### config.mk
export PLATFORM = sky130hd
export DESIGN_NAME = cpu_int_ctrl
export DESIGN_NICKNAME = d
export VERILOG_FILES = /design/src/rtl/cpu_int_ctrl.sv
export SDC_FILE = /design/constraint.sdc
export NUM_CORES = 1
export LEC_CHECK = 0
export ABC_CLOCK_PERIOD_IN_PS = 3000
export BUFFER_PORTS_ARGS = -buffer_cell sky130_fd_sc_hd__buf_2
export CAP_MARGIN = 25
export CORE_MARGIN = 2
export CORE_UTILIZATION = 30
export DETAILED_ROUTE_END_ITERATION = 8
export PLACE_DENSITY = 0.51
export SYNTH_ARGS = -nofsm -noshare
export SYNTH_HDL_FRONTEND = slang
export SYNTH_SLANG_ARGS = --single-unit
### constraint.sdc
create_clock -name clkcpu -period 3 [get_ports clkcpu]
set_input_delay 0.6 -clock clkcpu [delete_from_list [all_inputs] [get_ports clkcpu]]
set_output_delay 0.6 -clock clkcpu [all_outputs]
set_load 0.005 [all_outputs]
### src/rtl/cpu_int_ctrl.sv
// Multi-source Z80 interrupt controller: synchronised request strobes, fixed-priority arbitration,
// pulse/level n_int per channel and an IM2 vector on INTACK; request to n_int low is 4 clkcpu edges.
module cpu_int_ctrl #(
  parameter int          NCH      = 4,
  parameter int          INT_LEN  = 32,
  parameter logic [7:0]  VEC_BASE = 8'hF0
) (
  input  logic           clkcpu,
  input  logic           rst_n,
  input  logic [NCH-1:0] req,
  input  logic [NCH-1:0] en,
  input  logic [NCH-1:0] level_mode,
  input  logic           m1,
  input  logic           iorq,
  output logic           n_int,
  output logic [7:0]     vector,
  output logic           vector_oe,
  output logic [NCH-1:0] pending,
  output logic [2:0]     active_ch
);

  localparam int CHW = (NCH > 1) ? $clog2(NCH) : 1;
  localparam int CW  = $clog2(INT_LEN + 1);

  typedef enum logic [1:0] {
    S_IDLE   = 2'd0,
    S_ASSERT = 2'd1,
    S_ACK    = 2'd2,
    S_GAP    = 2'd3
  } state_t;

  logic [NCH-1:0] sync1_q, sync1_d;
  logic [NCH-1:0] sync2_q, sync2_d;
  logic [NCH-1:0] edge_q, edge_d;
  logic [NCH-1:0] pending_q, pending_d;
  state_t         state_q, state_d;
  logic [CHW-1:0] act_q, act_d;
  logic [CW-1:0]  cnt_q, cnt_d;
  logic           n_int_q, n_int_d;
  logic [7:0]     vector_q, vector_d;

  logic [NCH-1:0] rise;
  logic [NCH-1:0] req_mask;
  logic [NCH-1:0] act_onehot;
  logic [NCH-1:0] clr;
  logic [CHW-1:0] arb_ch;
  logic [7:0]     ch_field;
  logic           act_en;
  logic           act_lvl;
  logic           ack;

  always_comb begin
    sync1_d    = req;
    sync2_d    = sync1_q;
    edge_d     = sync2_q;
    rise       = sync2_q & ~edge_q;
    ack        = m1 & iorq;
    act_onehot = (NCH)'(1) << act_q;
    act_en     = |(en & act_onehot);
    act_lvl    = |(level_mode & act_onehot);
    ch_field   = 8'({act_q, 1'b0});
    // Disabled channels are masked here so a bit being cleared this cycle is never granted.
    req_mask   = pending_q & en;

    arb_ch = '0;
    for (int i = NCH - 1; i >= 0; i--) begin
      if (req_mask[i]) begin
        arb_ch = (CHW)'(i);
      end
    end
  end

  always_comb begin
    state_d  = state_q;
    act_d    = act_q;
    cnt_d    = cnt_q;
    n_int_d  = n_int_q;
    vector_d = vector_q;
    clr      = '0;

    case (state_q)
      S_IDLE: begin
        if (|req_mask) begin
          act_d   = arb_ch;
          cnt_d   = '0;
          n_int_d = 1'b0;
          state_d = S_ASSERT;
        end
      end

      S_ASSERT: begin
        if (cnt_q != '1) begin
          cnt_d = cnt_q + (CW)'(1);
        end
        // Ack wins over disable and timeout; no pre-emption by higher-priority arrivals.
        if (ack) begin
          vector_d = VEC_BASE | ch_field;
          clr      = act_onehot;
          n_int_d  = 1'b1;
          state_d  = S_ACK;
        end else if (!act_en) begin
          n_int_d  = 1'b1;
          state_d  = S_GAP;
        end else if (!act_lvl && (cnt_q == (CW)'(INT_LEN - 1))) begin
          clr      = act_onehot;
          n_int_d  = 1'b1;
          state_d  = S_GAP;
        end
      end

      S_ACK: begin
        if (!ack) begin
          state_d = S_GAP;
        end
      end

      S_GAP: begin
        state_d = S_IDLE;
      end

      default: begin
        state_d = S_IDLE;
      end
    endcase

    // A fresh edge on the clearing cycle keeps the request pending.
    pending_d = (pending_q & ~clr & en) | (rise & en);
  end

  always_ff @(posedge clkcpu or negedge rst_n) begin
    if (!rst_n) begin
      sync1_q   <= '0;
      sync2_q   <= '0;
      edge_q    <= '0;
      pending_q <= '0;
      state_q   <= S_IDLE;
      act_q     <= '0;
      cnt_q     <= '0;
      n_int_q   <= 1'b1;
      vector_q  <= VEC_BASE;
    end else begin
      sync1_q   <= sync1_d;
      sync2_q   <= sync2_d;
      edge_q    <= edge_d;
      pending_q <= pending_d;
      state_q   <= state_d;
      act_q     <= act_d;
      cnt_q     <= cnt_d;
      n_int_q   <= n_int_d;
      vector_q  <= vector_d;
    end
  end

  assign n_int     = n_int_q;
  assign vector    = vector_q;
  assign vector_oe = (state_q == S_ACK) && ack;
  assign pending   = pending_q;
  assign active_ch = 3'(act_q);

endmodule

Word level (Yosys, flattened, before mapping)
Cells that the tools add are included.

operators by class
  $add $sub $neg = 1
  eq/ne operators = 9
  shifts and indexed selects = 1
  mux-type cells = 22
  bitwise logic cells = 11
  reduce and logical (&&, ||, !) cells = 13

operators by type and width
  kind                   count
  $and A4 B4 Y4          7
  $mux W2                9
  $mux W4                4
  $mux W6                2
  $pmux W6 S2            1
  $reduce_or A4 Y1       3
  $reduce_and A3 Y1      3
  $not A4 Y4             2
  $pmux W2 S4            1
  $add A6 B1 Y6 const B  1
  $eq A6 B5 Y1 const B   1
  $ne A2 B2 Y1 const B   3
  $ne A6 B6 Y1 const B   1
  $eq A2 B2 Y1 const B   2
  $mux W1                4
  $ne A4 B4 Y1 const B   1
  $or A4 B4 Y4           1
  $reduce_and A2 Y1      2
  $shl A1 B2 Y4 const A  1
  $eq A2 B1 Y1 const B   1
  $logic_and A1 B1 Y1    2
  $logic_not A2 Y1       1
  $pmux W1 S2            1
  $reduce_bool A2 Y1     1
  other kinds (2)        2

word-level totals
  register bits = 29
  input bits = 16
  output and inout port bits = 17
  logic and storage cells = 66

Logic depth before layout (Yosys ltp)
  depth in word-level cells = 13
  gate-level depth with buffers = 7
  mapped depth without buffers = 6

Least setup slack after synthesis
Ideal clock, no wire load.

  path kind = input-to-reg
  start = in level_mode[1]
  end = reg state_q[0]
  setup time = 0.103 ns
  arrival time = 1.662 ns
  required time = 2.897 ns
  slack = 1.234 ns
  stages = 4
  buffers on the path = 0
  path through = mux2_4 a211o_1 o211a_1 o41ai_2

on the way
  word-level cells in the longest chain between the ends = 6

RTL lines
  what                                line  text
  start: declaration                  12    input logic [NCH-1:0] level_mode,
  $and A4 B4 Y4                       60    act_lvl = |(level_mode & act_onehot);
  $reduce_or A4 Y1                    60
  $logic_not A1 Y1                    104   end else if (!act_lvl && (cnt_q == (CW)'(INT_LEN - 1))) begin
  $logic_and A1 B1 Y1                 104
  $ne A4 B4 Y1 (no source line)       n/a
  $reduce_and A3 Y1 (no source line)  n/a
  end signal: assignment              146   state_q <= state_d;
  end: declaration                    36    state_t state_q, state_d;

No other way between the ends.
A chain may end at the register's enable or synchronous reset.

Worst setup path after layout
  start = reg act_q[1]
  end = reg pending_q[2], in the netlist pending[2]

on the way
  word-level cells in the longest chain between the ends = 13
  elaborated cells between the ends (all ways) = 15
  those cells by class = shift (1); mux (4); bitwise (6); reduce/logical (4)

RTL lines
  what                            line  text
  start: declaration              37    logic [CHW-1:0] act_q, act_d;
  start signal: assignment        147   act_q <= act_d;
  $shl A1 B2 Y4 (*)               58    act_onehot = (NCH)'(1) << act_q;
  $and A4 B4 Y4                   60
  $reduce_or A4 Y1                60
  $logic_not A1 Y1                104
  $logic_and A1 B1 Y1             104
  $mux W4                         104
  $mux W4                         101   end else if (!act_en) begin
  $mux W4 (*)                     96    if (ack) begin
  $mux W4 (*)                     81    case (state_q)
  $not A4 Y4 (*)                  127   pending_d = (pending_q & ~clr & en) | (rise & en);
  $and A4 B4 Y4 (*) (2 in a row)  127
  $or A4 B4 Y4 (*)                127
  named net pending_d[2]          35    logic [NCH-1:0] pending_q, pending_d;
  end signal: assignment          145   pending_q <= pending_d;
  end: declaration                35

The timed path passes the listed nets; every way through them passes the cells marked *.

==> flow_results.org <==
** Routing
- Overall routed net length :: 3210 um
- For this block, the via count after detailed routing is 1,175.
- Number of iterations in the first detailed-routing pass :: 4
- In this run the remaining antenna-violating nets after routing total 0.
- The detailed router finished its first iteration with 30 violations.
- Via density :: 5.32
- Total DRC errors in the routed layout :: 0
- Routed length per instance :: ~15 um

** Worst setup path
- Worst Path Class, Setup :: reg2reg
- For this run, the slowest stage of the critical path takes approximately 470 ps.
- CP max stage cell :: sky130_fd_sc_hd__a211oi_1
- The worst register-to-register path has a setup slack of about 1000 ps.
- Counting cells, the worst reg-to-reg path comes to 5.
- STA puts the critical path data required time at roughly 3100 ps.
- STA puts the critical path data arrival time at 2140 ps.
- The signal on the critical path passes through buf_4 -> or3b_1 -> a211o_1 -> a211oi_1 -> a21oi_1.
- The worst setup path is captured at a flip-flop.
- CP Max Fanout :: 12
- Category of the worst setup path launch point :: flip-flop
- The worst register-to-register path begins at act_q[1].
- The endpoint identified for the worst register-to-register timing path is pending[2].

** Yosys
- The mapped netlist covers ~1500 sq um.
- Top post-synthesis cells by area :: sky130_fd_sc_hd__dfrtp_1 48%, sky130_fd_sc_hd__o21ai_0 4.8%, sky130_fd_sc_hd__ha_1 4.3%
- Yosys mapped a number of flops with a built-in enable equal to 0.
- Most used flip-flop cell after synthesis :: sky130_fd_sc_hd__dfrtp_1
- Synthesis produced a netlist whose cell count is 139.
- Of the total synthesized cell area, the portion taken by full adders, half adders and majority gates is 0.0431.
- For this run, the register share of the synthesized area comes to 0.500.
- Share of synthesized cell area in and, or, nand and nor gates :: 0.129
- Post-synthesis mux area share :: 0.0457
- The compound-cell area share of the yosys netlist is 0.218.
- Of the post-synthesis cell area, the dominant cell type holds 0.482.
- Post-Synth XOR/XNOR Area :: 0
- Dominant combinational cell family by area after synthesis :: compound AO/OA/AOI/OAI gates
- Largest area contributor in the netlist :: sky130_fd_sc_hd__dfrtp_1
- The netlist uses 38 different library cells.
- In the synthesized netlist the async set-or-reset flop fraction comes to 1.00.
- Post-Syn Area per Cell :: 10.5 sq um
- The synthesized design contains 29 register bits.
- Yosys printed 0 warnings.

** Layout
- Most common cell after layout, fill and taps aside :: sky130_fd_sc_hd__dfrtp_1
- Layout-stage area growth over the synthesis result :: 15.8%
- In the final layout, the share of cells above drive strength 1 is 0.222.
- Most frequent cells in the layout :: 28 x sky130_fd_sc_hd__dfrtp_1, 25 x sky130_fd_sc_hd__buf_2, 14 x sky130_fd_sc_hd__o21ai_0
- The finished layout holds 221 standard cells, fillers aside.
- After the last flow step, the layout net total stands at ~190.
- Antenna cell count :: 0

** GRT
- Wire length of the first global-routing pass :: between 5000 and 6000 um
- Largest net degree at the start of global routing :: 30
- Across every metal layer, demand over resource in global routing totals 0.127.
- The number of global-route vias before repair was 1,122.
- Total grt overflow :: 0
- The initial antenna violation count was 0.

** Clock network
- Setup Buffers After CTS :: 0
- TritonCTS built the clock tree.
- Clock insertion delay at the later pin of the skew report :: 270 ps
- Counting along the longest clock path gives a buffer depth of 2.
- For this design, the sink count on the clock tree is 29.
- Counting the buffers created by CTS gives 5.
- Root buffer cell :: sky130_fd_sc_hd__clkbuf_8
- Clock-pin slew was measured on the worst setup and hold paths at ~60 ps.
- Number of instances resized during post-cts repair :: 0
- The clock tree synthesis step divided the H-tree into 2 levels.
- Quantity of hold-fixing buffers added after cts :: 0

** Timing
- Setup violations remaining at the end of the flow were counted as 0.
- Final min period :: ~2000 ps
- The number of hold violations in the final report was 0.
- Pins over their slew limit :: 0
- Final clock period utilization by the worst path :: 0.672
- Max Clock Freq :: 496 MHz
- Max_slew headroom :: 0.571
- Summed over all failing endpoints, the final setup total negative slack is 0 ps.
- Final worst clock skew :: 7.28 ps
- Setup slack after layout :: 985 ps
- Transition time at the pin with the least slew margin :: about 640 ps
- Setup repair after global routing left no endpoint under its margin.

** Power
- Share of total power in the clock network :: 0.222
- Leak pwr :: roughly 0.8 nW
- In this run the power spent charging and discharging nets is 506 uW.
- Reg power frac :: 0.407
- Of the total power, the share spent switching nets is 0.375.
- Areal power density over the cells :: around 800 nW/um^2
- Relative contribution of combinational cells to total power :: 0.372
- The worst-case IR drop observed on VDD is 0.361 mV.
- The internal power of the cells totals 846 uW.

** Floorplan
- Die footprint :: 5410 sq um
- The floorplan step defined a core boundary enclosing 4690 sq um.
- Starting Density :: 0.310
- The floorplan has 25 rows.
- The die is 73.6 um wide.
- For this design the top-level I/O count stands at 33.
- Vertical die dimension :: 73.6 um

** Flow run
- Max-cap violations in this run came to 0.

** Placed design
- At the placement stage, the worst setup path has a slack of just under 900 ps.
- The count of buffers added on input and output ports is 25.
- Routability-driven placement finished with a final weighted congestion of about 0.81.
- In this run, placement finished with an instance count of 213.
- Half-perimeter wire length of the detailed placement result :: 2430 um

** Run status
- The flow ran to the end, and the final reports show no timing, DRC or antenna violations.

** Hold path
- The path class of the tightest hold or removal check is in2async.
==> synth_stat cells (2+ instances only) <==
master,instances
sky130_fd_sc_hd__a211o_1,2
sky130_fd_sc_hd__a211oi_1,2
sky130_fd_sc_hd__a21oi_1,8
sky130_fd_sc_hd__a22o_1,2
sky130_fd_sc_hd__a22oi_1,2
sky130_fd_sc_hd__and3_1,3
sky130_fd_sc_hd__buf_2,2
sky130_fd_sc_hd__buf_4,7
sky130_fd_sc_hd__clkbuf_1,2
sky130_fd_sc_hd__conb_1,2
sky130_fd_sc_hd__dfrtp_1,28
sky130_fd_sc_hd__ha_1,5
sky130_fd_sc_hd__inv_1,4
sky130_fd_sc_hd__mux2i_1,4
sky130_fd_sc_hd__nand2_1,6
sky130_fd_sc_hd__nand3_1,7
sky130_fd_sc_hd__nand3b_1,2
sky130_fd_sc_hd__nand4_1,2
sky130_fd_sc_hd__nor2_1,5
sky130_fd_sc_hd__nor2b_1,6
sky130_fd_sc_hd__o21ai_0,14
sky130_fd_sc_hd__o31ai_1,7
sky130_fd_sc_hd__or2_2,2
==> final cells by class <==
class | instances | area (sq um)
tap | 54 | 67.6
sequential | 29 | 727
inverter | 4 | 15.0
multi-input combinational | 100 | 659
clock buffer | 8 | 80.1
fill | 498 | 3010
timing repair buffer | 26 | 133
==> registers in the layout, summed over array words and instances, names as in the netlist <==
| register | cells |
|---|---|
| state_q | 2 |
| edge_d | 4 |
| n_int | 1 |
| act_q | 2 |
| edge_q | 4 |
| pending | 4 |
| cnt_q | 6 |
| sync1_q | 4 |
| vector | 2 |
==> worst max path at each step <==
stage / endpoint / from / cells after the start / slack [ps]
6_report: pending[2] / act_q[1] / 5 / 980
5_1_grt: cnt_q[4] / state_q[1] / 5 / 840
4_1_cts: pending[0] / act_q[1] / 5 / 1010
3_5_place_dp: pending[0] / en[0] / 5 / 870
3_3_place_gp: pending[0] / en[0] / 5 / 870
2_1_floorplan: state_q[0] / level_mode[1] / 4 / 1230
==> through the flow <==
| stage | cell area, sq um | total power, mW | util | hold WS (ps) |
|---|---|---|---|---|
| finish | 1680 | 1.35 | 0.358 | 349 |
| global route | 1680 | 1.45 | 0.358 | 359 |
| CTS | 1680 | 1.36 | 0.358 | 351 |
| detailed placement | 1600 | 1.06 | 0.341 | 339 |
| global placement | 1600 | 1.05 | 0.341 | 337 |
| floorplan | 1470 | 0.898 | - | 304 |
==> per-layer routing <==
metal  part of all wire  up-vias  track usage
li1                   -      553            -
met1               0.49      572        0.181
met2               0.43       45        0.185
met3              0.069        5       0.0302
met4              0.010        0       0.0505
met5                  0        -            0
==> kinds of logic after synthesis <==
logic type               after synthesis
AO/OA/AOI/OAI                         47
AND/OR/NAND/NOR                       35
flip-flops                            29
buffers and inverters                 15
multiplexers                           6
adder cells (fa/ha/maj)                5
other                                  2
==> worst max-delay path, delay by kind of cell (launching register included) <==
| family | cells | cell delay, ps |
|---|---|---|
| compound gates | 3 | 890 |
| flops | 1 | 400 |
| simple gates | 1 | 380 |
| buf+inv | 1 | 200 |
==> power by group through the flow <==
stage	logic (mW)	clock network, mW	registers (mW)
CTS	0.506	0.308	0.550
floorplan	0.354	0	0.544
global route	0.562	0.327	0.563
global placement	0.493	0	0.555
finish	0.503	0.300	0.550
detailed placement	0.503	0	0.557
No activity file was read; power rests on OpenSTA's default activity.
